File: src/rtl/axi_to_fifo_pkg.sv
`default_nettype none
// ============================================================================
// Module      : axi_to_fifo_pkg
// Description : Shared header layout, state encoding and word builder for the
//               256-bit AXI-S to 201-bit FIFO word packer.
// Revision    : 1.0 - initial release
// ============================================================================
package axi_to_fifo_pkg;

    localparam int VALID_BIT     = 0;
    localparam int LAST_BIT      = 1;
    localparam int TAG_LSB       = 2;
    localparam int CNT_LSB       = 4;
    localparam int DATA_LSB      = 9;
    localparam int WORD_WIDTH    = 201;
    localparam int PAYLOAD_WIDTH = 192;
    localparam int BEAT_WIDTH    = 256;

    localparam logic [4:0] CNT_FULL = 5'd31;

    localparam logic [1:0] TAG0 = 2'd0;
    localparam logic [1:0] TAG1 = 2'd1;
    localparam logic [1:0] TAG2 = 2'd2;
    localparam logic [1:0] TAG3 = 2'd3;

    typedef enum logic [1:0] {
        P0    = 2'd0,
        P1    = 2'd1,
        P2    = 2'd2,
        EXTRA = 2'd3
    } state_e;

    // Concatenation order matches the DATA/CNT/TAG/LAST/VALID bit positions.
    function automatic logic [WORD_WIDTH-1:0] make_word(
        input logic [PAYLOAD_WIDTH-1:0] payload,
        input logic [4:0]               cnt,
        input logic [1:0]               tag,
        input logic                     last
    );
        make_word = {payload, cnt, tag, last, 1'b1};
    endfunction

endpackage
`default_nettype wire

File: src/rtl/axi_to_fifo_if.sv
`default_nettype none
// ============================================================================
// Module      : axi_to_fifo_if
// Description : AXI4-Stream bundle feeding the packer (master = source).
// Revision    : 1.0 - initial release
// ============================================================================
interface axi_to_fifo_if #(
    parameter int TDATA_WIDTH = 32,
    parameter int TUSER_WIDTH = 128,
    parameter int TID_WIDTH   = 4,
    parameter int TDEST_WIDTH = 4
);
    logic                       tvalid;
    logic                       tready;
    logic [TDATA_WIDTH*8-1:0]   tdata;
    logic [TDATA_WIDTH-1:0]     tkeep;
    logic                       tlast;
    logic [TUSER_WIDTH-1:0]     tuser;
    logic [TID_WIDTH-1:0]       tid;
    logic [TDEST_WIDTH-1:0]     tdest;

    modport master (
        output tvalid, tdata, tkeep, tlast, tuser, tid, tdest,
        input  tready
    );

    modport slave (
        input  tvalid, tdata, tkeep, tlast, tuser, tid, tdest,
        output tready
    );
endinterface
`default_nettype wire

File: src/rtl/axi_to_fifo_keep_to_cnt.sv
`default_nettype none
// ============================================================================
// Module      : keep_to_cnt
// Description : Priority encoder, index of the highest set tkeep bit (0 if none).
// Revision    : 1.0 - initial release
// ============================================================================
module keep_to_cnt (
    input  wire logic [31:0] keep,
    output logic      [4:0]  idx
);
    always_comb begin
        idx = '0;
        for (int i = 0; i < 32; i++) begin
            if (keep[i]) idx = i[4:0];
        end
    end
endmodule
`default_nettype wire

File: src/rtl/axi_to_fifo.sv
`default_nettype none
// ============================================================================
// Module      : axi_to_fifo
// Description : Packs 256-bit AXI-S beats into 201-bit FIFO words (3 beats ->
//               4 words). Macro AXI_TO_FIFO_PKT_CNT_EN enables pkt_cnt.
// Revision    : 1.0 - initial release
// ============================================================================
module axi_to_fifo
    import axi_to_fifo_pkg::*;
#(
    parameter int TDATA_WIDTH         = 32,
    parameter int CROPPED_TDATA_WIDTH = 24,
    parameter int TUSER_WIDTH         = 128,
    parameter int TID_WIDTH           = 4,
    parameter int TDEST_WIDTH         = 4
) (
    input  wire logic                  clk,
    input  wire logic                  resetn,
    axi_to_fifo_if.slave               s_axis,
    input  wire logic                  cal_done,
    input  wire logic                  fifo_full,
    input  wire logic                  fifo_almost_full,
    output logic                       fifo_winc,
    output logic [WORD_WIDTH-1:0]      fifo_wdata,
    output logic [31:0]                input_fifo_cnt,
    output logic [31:0]                pkt_cnt
);
    localparam int C_BEAT_BITS    = TDATA_WIDTH * 8;
    localparam int C_PAYLOAD_BITS = CROPPED_TDATA_WIDTH * 8;

    state_e                    state_q, state_d;
    logic                      run_q, run_d;
    logic [127:0]              residue_q, residue_d;
    logic [WORD_WIDTH-1:0]     extra_q, extra_d;
    logic                      winc_q, winc_d;
    logic [WORD_WIDTH-1:0]     wdata_q, wdata_d;
    logic [31:0]               in_cnt_q, in_cnt_d;

    logic [C_BEAT_BITS-1:0]    w_beat;
    logic [4:0]                w_keep_idx;
    logic [4:0]                w_kc;
    logic                      w_accept;
    logic                      w_tready;

    logic [TUSER_WIDTH+TID_WIDTH+TDEST_WIDTH-1:0] unused_side;
    logic [C_PAYLOAD_BITS-1:0]                    unused_payload_w;

    assign unused_side      = {s_axis.tuser, s_axis.tid, s_axis.tdest};
    assign unused_payload_w = '0;

    assign w_beat = s_axis.tdata;

    keep_to_cnt u_keep_to_cnt (
        .keep (s_axis.tkeep),
        .idx  (w_keep_idx)
    );

    // Only a packet's final beat carries a meaningful byte count.
    assign w_kc     = s_axis.tlast ? w_keep_idx : CNT_FULL;
    // run_q keeps tready low while reset is held, independent of cal_done.
    assign w_tready = run_q & cal_done & ~fifo_almost_full & (state_q != EXTRA);
    assign w_accept = s_axis.tvalid & w_tready;
    assign s_axis.tready = w_tready;

    always_comb begin
        state_d   = state_q;
        run_d     = 1'b1;
        residue_d = residue_q;
        extra_d   = extra_q;
        winc_d    = 1'b0;
        wdata_d   = wdata_q;
        in_cnt_d  = in_cnt_q;

        if (state_q == EXTRA) begin
            if (!fifo_full) begin
                winc_d  = 1'b1;
                wdata_d = extra_q;
                state_d = P0;
            end
        end else if (w_accept) begin
            winc_d   = 1'b1;
            in_cnt_d = in_cnt_q + 32'd1;
            case (state_q)
                P0: begin
                    wdata_d   = make_word(w_beat[191:0], 5'd0, TAG0, s_axis.tlast);
                    residue_d = {64'b0, w_beat[255:192]};
                    extra_d   = make_word({128'b0, w_beat[255:192]}, w_kc, TAG1, 1'b0);
                    state_d   = s_axis.tlast ? EXTRA : P1;
                end
                P1: begin
                    wdata_d   = make_word({w_beat[127:0], residue_q[63:0]}, CNT_FULL, TAG1, s_axis.tlast);
                    residue_d = w_beat[255:128];
                    extra_d   = make_word({64'b0, w_beat[255:128]}, w_kc, TAG2, 1'b0);
                    state_d   = s_axis.tlast ? EXTRA : P2;
                end
                default: begin
                    // P2 consumes the whole residue, so the beat always spills a second word.
                    wdata_d   = make_word({w_beat[63:0], residue_q}, CNT_FULL, TAG2, s_axis.tlast);
                    residue_d = '0;
                    extra_d   = make_word(w_beat[255:64], w_kc, TAG3, 1'b0);
                    state_d   = EXTRA;
                end
            endcase
        end
    end

    always_ff @(posedge clk or negedge resetn) begin
        if (!resetn) begin
            state_q   <= P0;
            run_q     <= 1'b0;
            residue_q <= '0;
            extra_q   <= '0;
            winc_q    <= 1'b0;
            wdata_q   <= '0;
            in_cnt_q  <= '0;
        end else begin
            state_q   <= state_d;
            run_q     <= run_d;
            residue_q <= residue_d;
            extra_q   <= extra_d;
            winc_q    <= winc_d;
            wdata_q   <= wdata_d;
            in_cnt_q  <= in_cnt_d;
        end
    end

    assign fifo_winc      = winc_q;
    assign fifo_wdata     = wdata_q;
    assign input_fifo_cnt = in_cnt_q;

`ifdef AXI_TO_FIFO_PKT_CNT_EN
    logic [31:0] pkt_cnt_q, pkt_cnt_d;

    always_comb begin
        pkt_cnt_d = pkt_cnt_q;
        if (w_accept && s_axis.tlast) pkt_cnt_d = pkt_cnt_q + 32'd1;
    end

    always_ff @(posedge clk or negedge resetn) begin
        if (!resetn) pkt_cnt_q <= '0;
        else         pkt_cnt_q <= pkt_cnt_d;
    end

    assign pkt_cnt = pkt_cnt_q;
`else
    assign pkt_cnt = '0;
`endif

endmodule
`default_nettype wire

File: src/flat_wrapper.sv
// flat-port wrapper written by rule: the top's interface ports become plain ports
module axi_to_fifo_flat import axi_to_fifo_pkg::*;
#(
    parameter int TDATA_WIDTH         = 32,
    parameter int CROPPED_TDATA_WIDTH = 24,
    parameter int TUSER_WIDTH         = 128,
    parameter int TID_WIDTH           = 4,
    parameter int TDEST_WIDTH         = 4
)
  (clk, resetn, cal_done, fifo_full, fifo_almost_full, fifo_winc, fifo_wdata, input_fifo_cnt, pkt_cnt, s_axis_tvalid, s_axis_tdata, s_axis_tkeep, s_axis_tlast, s_axis_tuser, s_axis_tid, s_axis_tdest, s_axis_tready);
  axi_to_fifo_if #(.TDATA_WIDTH(TDATA_WIDTH), .TUSER_WIDTH(TUSER_WIDTH), .TID_WIDTH(TID_WIDTH), .TDEST_WIDTH(TDEST_WIDTH)) s_axis_i ();
  input  wire logic clk;
  input  wire logic resetn;
  input  wire logic cal_done;
  input  wire logic fifo_full;
  input  wire logic fifo_almost_full;
  output logic fifo_winc;
  output logic [WORD_WIDTH-1:0] fifo_wdata;
  output logic [31:0] input_fifo_cnt;
  output logic [31:0] pkt_cnt;
  input wire logic [$bits(s_axis_i.tvalid)-1:0] s_axis_tvalid;
  input wire logic [$bits(s_axis_i.tdata)-1:0] s_axis_tdata;
  input wire logic [$bits(s_axis_i.tkeep)-1:0] s_axis_tkeep;
  input wire logic [$bits(s_axis_i.tlast)-1:0] s_axis_tlast;
  input wire logic [$bits(s_axis_i.tuser)-1:0] s_axis_tuser;
  input wire logic [$bits(s_axis_i.tid)-1:0] s_axis_tid;
  input wire logic [$bits(s_axis_i.tdest)-1:0] s_axis_tdest;
  output wire logic [$bits(s_axis_i.tready)-1:0] s_axis_tready;
  assign s_axis_i.tvalid = s_axis_tvalid;
  assign s_axis_i.tdata = s_axis_tdata;
  assign s_axis_i.tkeep = s_axis_tkeep;
  assign s_axis_i.tlast = s_axis_tlast;
  assign s_axis_i.tuser = s_axis_tuser;
  assign s_axis_i.tid = s_axis_tid;
  assign s_axis_i.tdest = s_axis_tdest;
  assign s_axis_tready = s_axis_i.tready;
  axi_to_fifo #(.TDATA_WIDTH(TDATA_WIDTH), .CROPPED_TDATA_WIDTH(CROPPED_TDATA_WIDTH), .TUSER_WIDTH(TUSER_WIDTH), .TID_WIDTH(TID_WIDTH), .TDEST_WIDTH(TDEST_WIDTH)) u_core (.clk(clk), .resetn(resetn), .s_axis(s_axis_i), .cal_done(cal_done), .fifo_full(fifo_full), .fifo_almost_full(fifo_almost_full), .fifo_winc(fifo_winc), .fifo_wdata(fifo_wdata), .input_fifo_cnt(input_fifo_cnt), .pkt_cnt(pkt_cnt));
endmodule
File: config.mk
export PLATFORM = sky130hd
export DESIGN_NAME = axi_to_fifo_flat
export DESIGN_NICKNAME = d
export VERILOG_FILES = /design/src/rtl/axi_to_fifo_pkg.sv /design/src/rtl/axi_to_fifo_if.sv /design/src/rtl/axi_to_fifo_keep_to_cnt.sv /design/src/rtl/axi_to_fifo.sv /design/src/flat_wrapper.sv
export SDC_FILE = /design/constraint.sdc
export NUM_CORES = 1
export LEC_CHECK = 0
export ABC_AREA = 1
export BUFFER_PORTS_ARGS = -buffer_cell sky130_fd_sc_hd__buf_4
export CORE_MARGIN = 5
export CORE_UTILIZATION = 30
export DETAILED_ROUTE_END_ITERATION = 10
export SETUP_SLACK_MARGIN = 0.4
export SLEW_MARGIN = 20
export SYNTH_ARGS = -nofsm -noshare
export SYNTH_HDL_FRONTEND = slang
export SYNTH_HIERARCHICAL = 1
export SYNTH_SLANG_ARGS = --single-unit
File: constraint.sdc
create_clock -name clk -period 3.2 [get_ports clk]
set_input_delay 0.64 -clock clk [delete_from_list [all_inputs] [get_ports clk]]
set_output_delay 0.64 -clock clk [all_outputs]
set_load 0.1 [all_outputs]
==> results_dict.tcl <==
set metrics [dict create \
    p_per_area_nw_per_um2 1230 \
    max_stage_delay_ns 0.61 \
    grtUsageTotal_pct 18.9 \
    fin_crit_sh_pct 83.0 \
    antenna_found_initial 7 \
    clock_path_buffers 3 \
    cts_tree "done" \
    synth_cell_types 37 \
    hpwlAfterDp_um 65500 \
    hold_viol_final 0 \
    nFillCells 9404 \
    worstSetupPathType "flop to flop" \
    fin_skew_ns 0.0225 \
    coreArea_sq_um 91400 \
    fmax_ghz 0.377 \
    placed_area_sq_um 32700 \
    rsz0062_at_grt "false" \
    globalRouteOverflowTotal 0 \
    post-route-util_pct 38.4 \
    finalSetupViolCount 0 \
    ant_nets 0 \
    min_period_ns 2.65 \
    layout-drive-gt1-share_pct 18.6 \
    p_leak_nw 17.2 \
    wirelength_um 96900 \
    synth-main-ff-cell "dfrtp_1" \
    setup.worst_path.end_class "flop" \
    required_ns 3.68 \
    synthArstFlopShare_pct 100 \
    die_w_um 313 \
    top_level_ports 698 \
    layout.nets 4337 \
    final_common_cell "nand2_1" \
    netlist_area_sq_um 27500 \
    syn_area_per_cell_sq_um 7.93 \
    cp_max_fo 158 \
    worst-r2r-cell-count 6 \
    drtIter0Drc 1820 \
    ys_seq_elements 565 \
    grt_pass1_vias 24900 \
    remaining_drc_errors 0 \
    r2r_setup_slack_ns 0.55 \
    worstPathArrival_ns 3.13 \
    die_y_um 313 \
    worstMarginPinSlew_ns 1.14 \
    drv_slew 0 \
    grt_pass1_wl_um 148000 \
    r2r_start "u_core/state_q[1]" \
    area_growth_pct 27.4 \
    synth_edf_count 0 \
    synthCells 3473 \
    status "completed" \
    crit_slowest_cell "inv_8" \
    dr.pass1.iters 7 \
    power_mw 43.1 \
    row_count 111 \
    seq_area_frac_synth_pct 51.3 \
    gp_congestion 0.869 \
    clock_sinks 565 \
    post-cts-setup-buffers 0 \
    post_drt_wl_per_cell_um 18.8 \
    finalSetupTns_ns 0 \
    finalWorstSetupSlack_ns 0.545 \
    stdcell_area_sq_um 35100 \
    io_buffers 528 \
    mostFrequentLayoutCells "nand2_1, buf_4, dfrtp_1" \
    path_cells "nand2_4, or2_1, nand2_4, inv_8, buf_12, o21ai_1" \
    cts_hold_buffers 0 \
    irDropWorstVdd_v 0.000917 \
    start_kind "flop" \
    clock_latency_ns 0.60 \
    cts_resized 0 \
    hp-class "input pin to asynchronous set/reset pin" \
    clockRootBuffer "clkbuf_16" \
    crit_top_cell "nand2_4" \
    cts.reportedPaths.clkPinSlew_ns 0.06 \
    timing.rr.end "u_core/fifo_wdata[175]" \
    maxCapViolCount 0 \
    vias 25600 \
    yosys_warnings 6 \
    cts.htree.levels 3 \
    viasPerCell 4.97 \
    cts_buffers 68 \
    start_util_pct 30.1 \
    pre_cts_slack_ns 0.643 \
    grt_start_max_net_pins 234 \
    slew_headroom_pct 23.8 \
    die_area_sq_um 98000 \
]
-- state kept, by name, summed over array words and instances, names as in the netlist --
name and flops:
u_core/run_q 1, u_core/fifo_winc 1, u_core/residue_q 128, u_core/extra_q 200, u_core/fifo_wdata 201, u_core/input_fifo_cnt 32, u_core/state_q 2
-- cell type report --
| class | count | area, sq um | share of cell area, % |
|---|---|---|---|
| Timing Repair Buffer | 604 | 4800 | 13.7 |
| Inverter | 269 | 1040 | 2.95 |
| Multi-Input combinational cell | 2397 | 11200 | 32.0 |
| Clock buffer | 98 | 2030 | 5.77 |
| Antenna cell | 5 | 12.5 | 0.0356 |
| Clock inverter | 26 | 369 | 1.05 |
| Sequential cell | 565 | 14100 | 40.3 |
| Tap cell | 1186 | 1480 | 4.23 |
-- critical path: cells and delay by family (launching register included) --
family          cells  cell delay [ns]
buf+inv             2             0.93
simple gates        3             0.62
compound gates      1             0.13
flops               1             0.54
-- Yosys cell counts (46+ instances only) --
cell type | number | share of area, %
a21oi_1 | 156 | 2.8
a22oi_1 | 64 | 1.7
buf_2 | 88 | 1.6
buf_4 | 46 | 1.3
clkbuf_1 | 118 | 1.6
dfrtp_1 | 565 | 51
inv_1 | 261 | 3.6
nand2_1 | 1143 | 16
nand3_1 | 173 | 3.1
nor2_1 | 117 | 1.6
o21ai_0 | 385 | 7.0
o21ai_1 | 113 | 2.1
o221ai_1 | 64 | 2.0
-- per-layer routing --
| metal | vias to the layer above | GRT usage [%] | routed length (um) |
|---|---|---|---|
| li1 | 12300 | - | - |
| met1 | 12400 | 24.3 | 40800 |
| met2 | 788 | 31.5 | 46700 |
| met3 | 158 | 4.50 | 6510 |
| met4 | 4 | 6.33 | 2750 |
| met5 | - | 0 | 37 |
-- cell families after synthesis --
family                   Yosys count  share of synthesized area (%)
AO/OA/AOI/OAI                    885                           18.6
AND/OR/NAND/NOR                 1460                           20.9
XOR/XNOR                          18                          0.572
buffers and inverters            542                           8.50
other                              2                         0.0273
adder cells (fa/ha/maj)            1                         0.0454
flip-flops                       565                           51.3
-- power breakdown --
| part | total (mW) | switching [mW] | internal (mW) |
|---|---|---|---|
| sequential | 11.8 | 1.53 | 10.3 |
| combinational | 23.0 | 17.3 | 5.68 |
| clock | 8.24 | 3.28 | 4.95 |
| total | 43.1 | 22.1 | 20.9 |
-- how the worst max path moves through the flow --
stage	from	to	slack, ns	cells past startpoint
after floorplan	s_axis_tkeep[2]	u_core/extra_q[4]	1.01	33
after global placement	s_axis_tkeep[2]	u_core/extra_q[4]	0.59	34
after detailed placement	u_core/state_q[1]	u_core/fifo_wdata[74]	0.64	6
after CTS	u_core/state_q[1]	u_core/fifo_wdata[73]	0.63	6
after global routing	u_core/state_q[1]	u_core/fifo_wdata[110]	0.41	7
final	u_core/state_q[1]	u_core/fifo_wdata[175]	0.55	6
-- stage by stage --
step	std cells	hold slack (ns)
after floorplan	3504	0.344
after global placement	5021	0.436
after detailed placement	5021	0.444
after CTS	5145	0.0368
after global routing	5150	0.0580
final	5150	0.0489
Power figures use the tool's default switching activity.
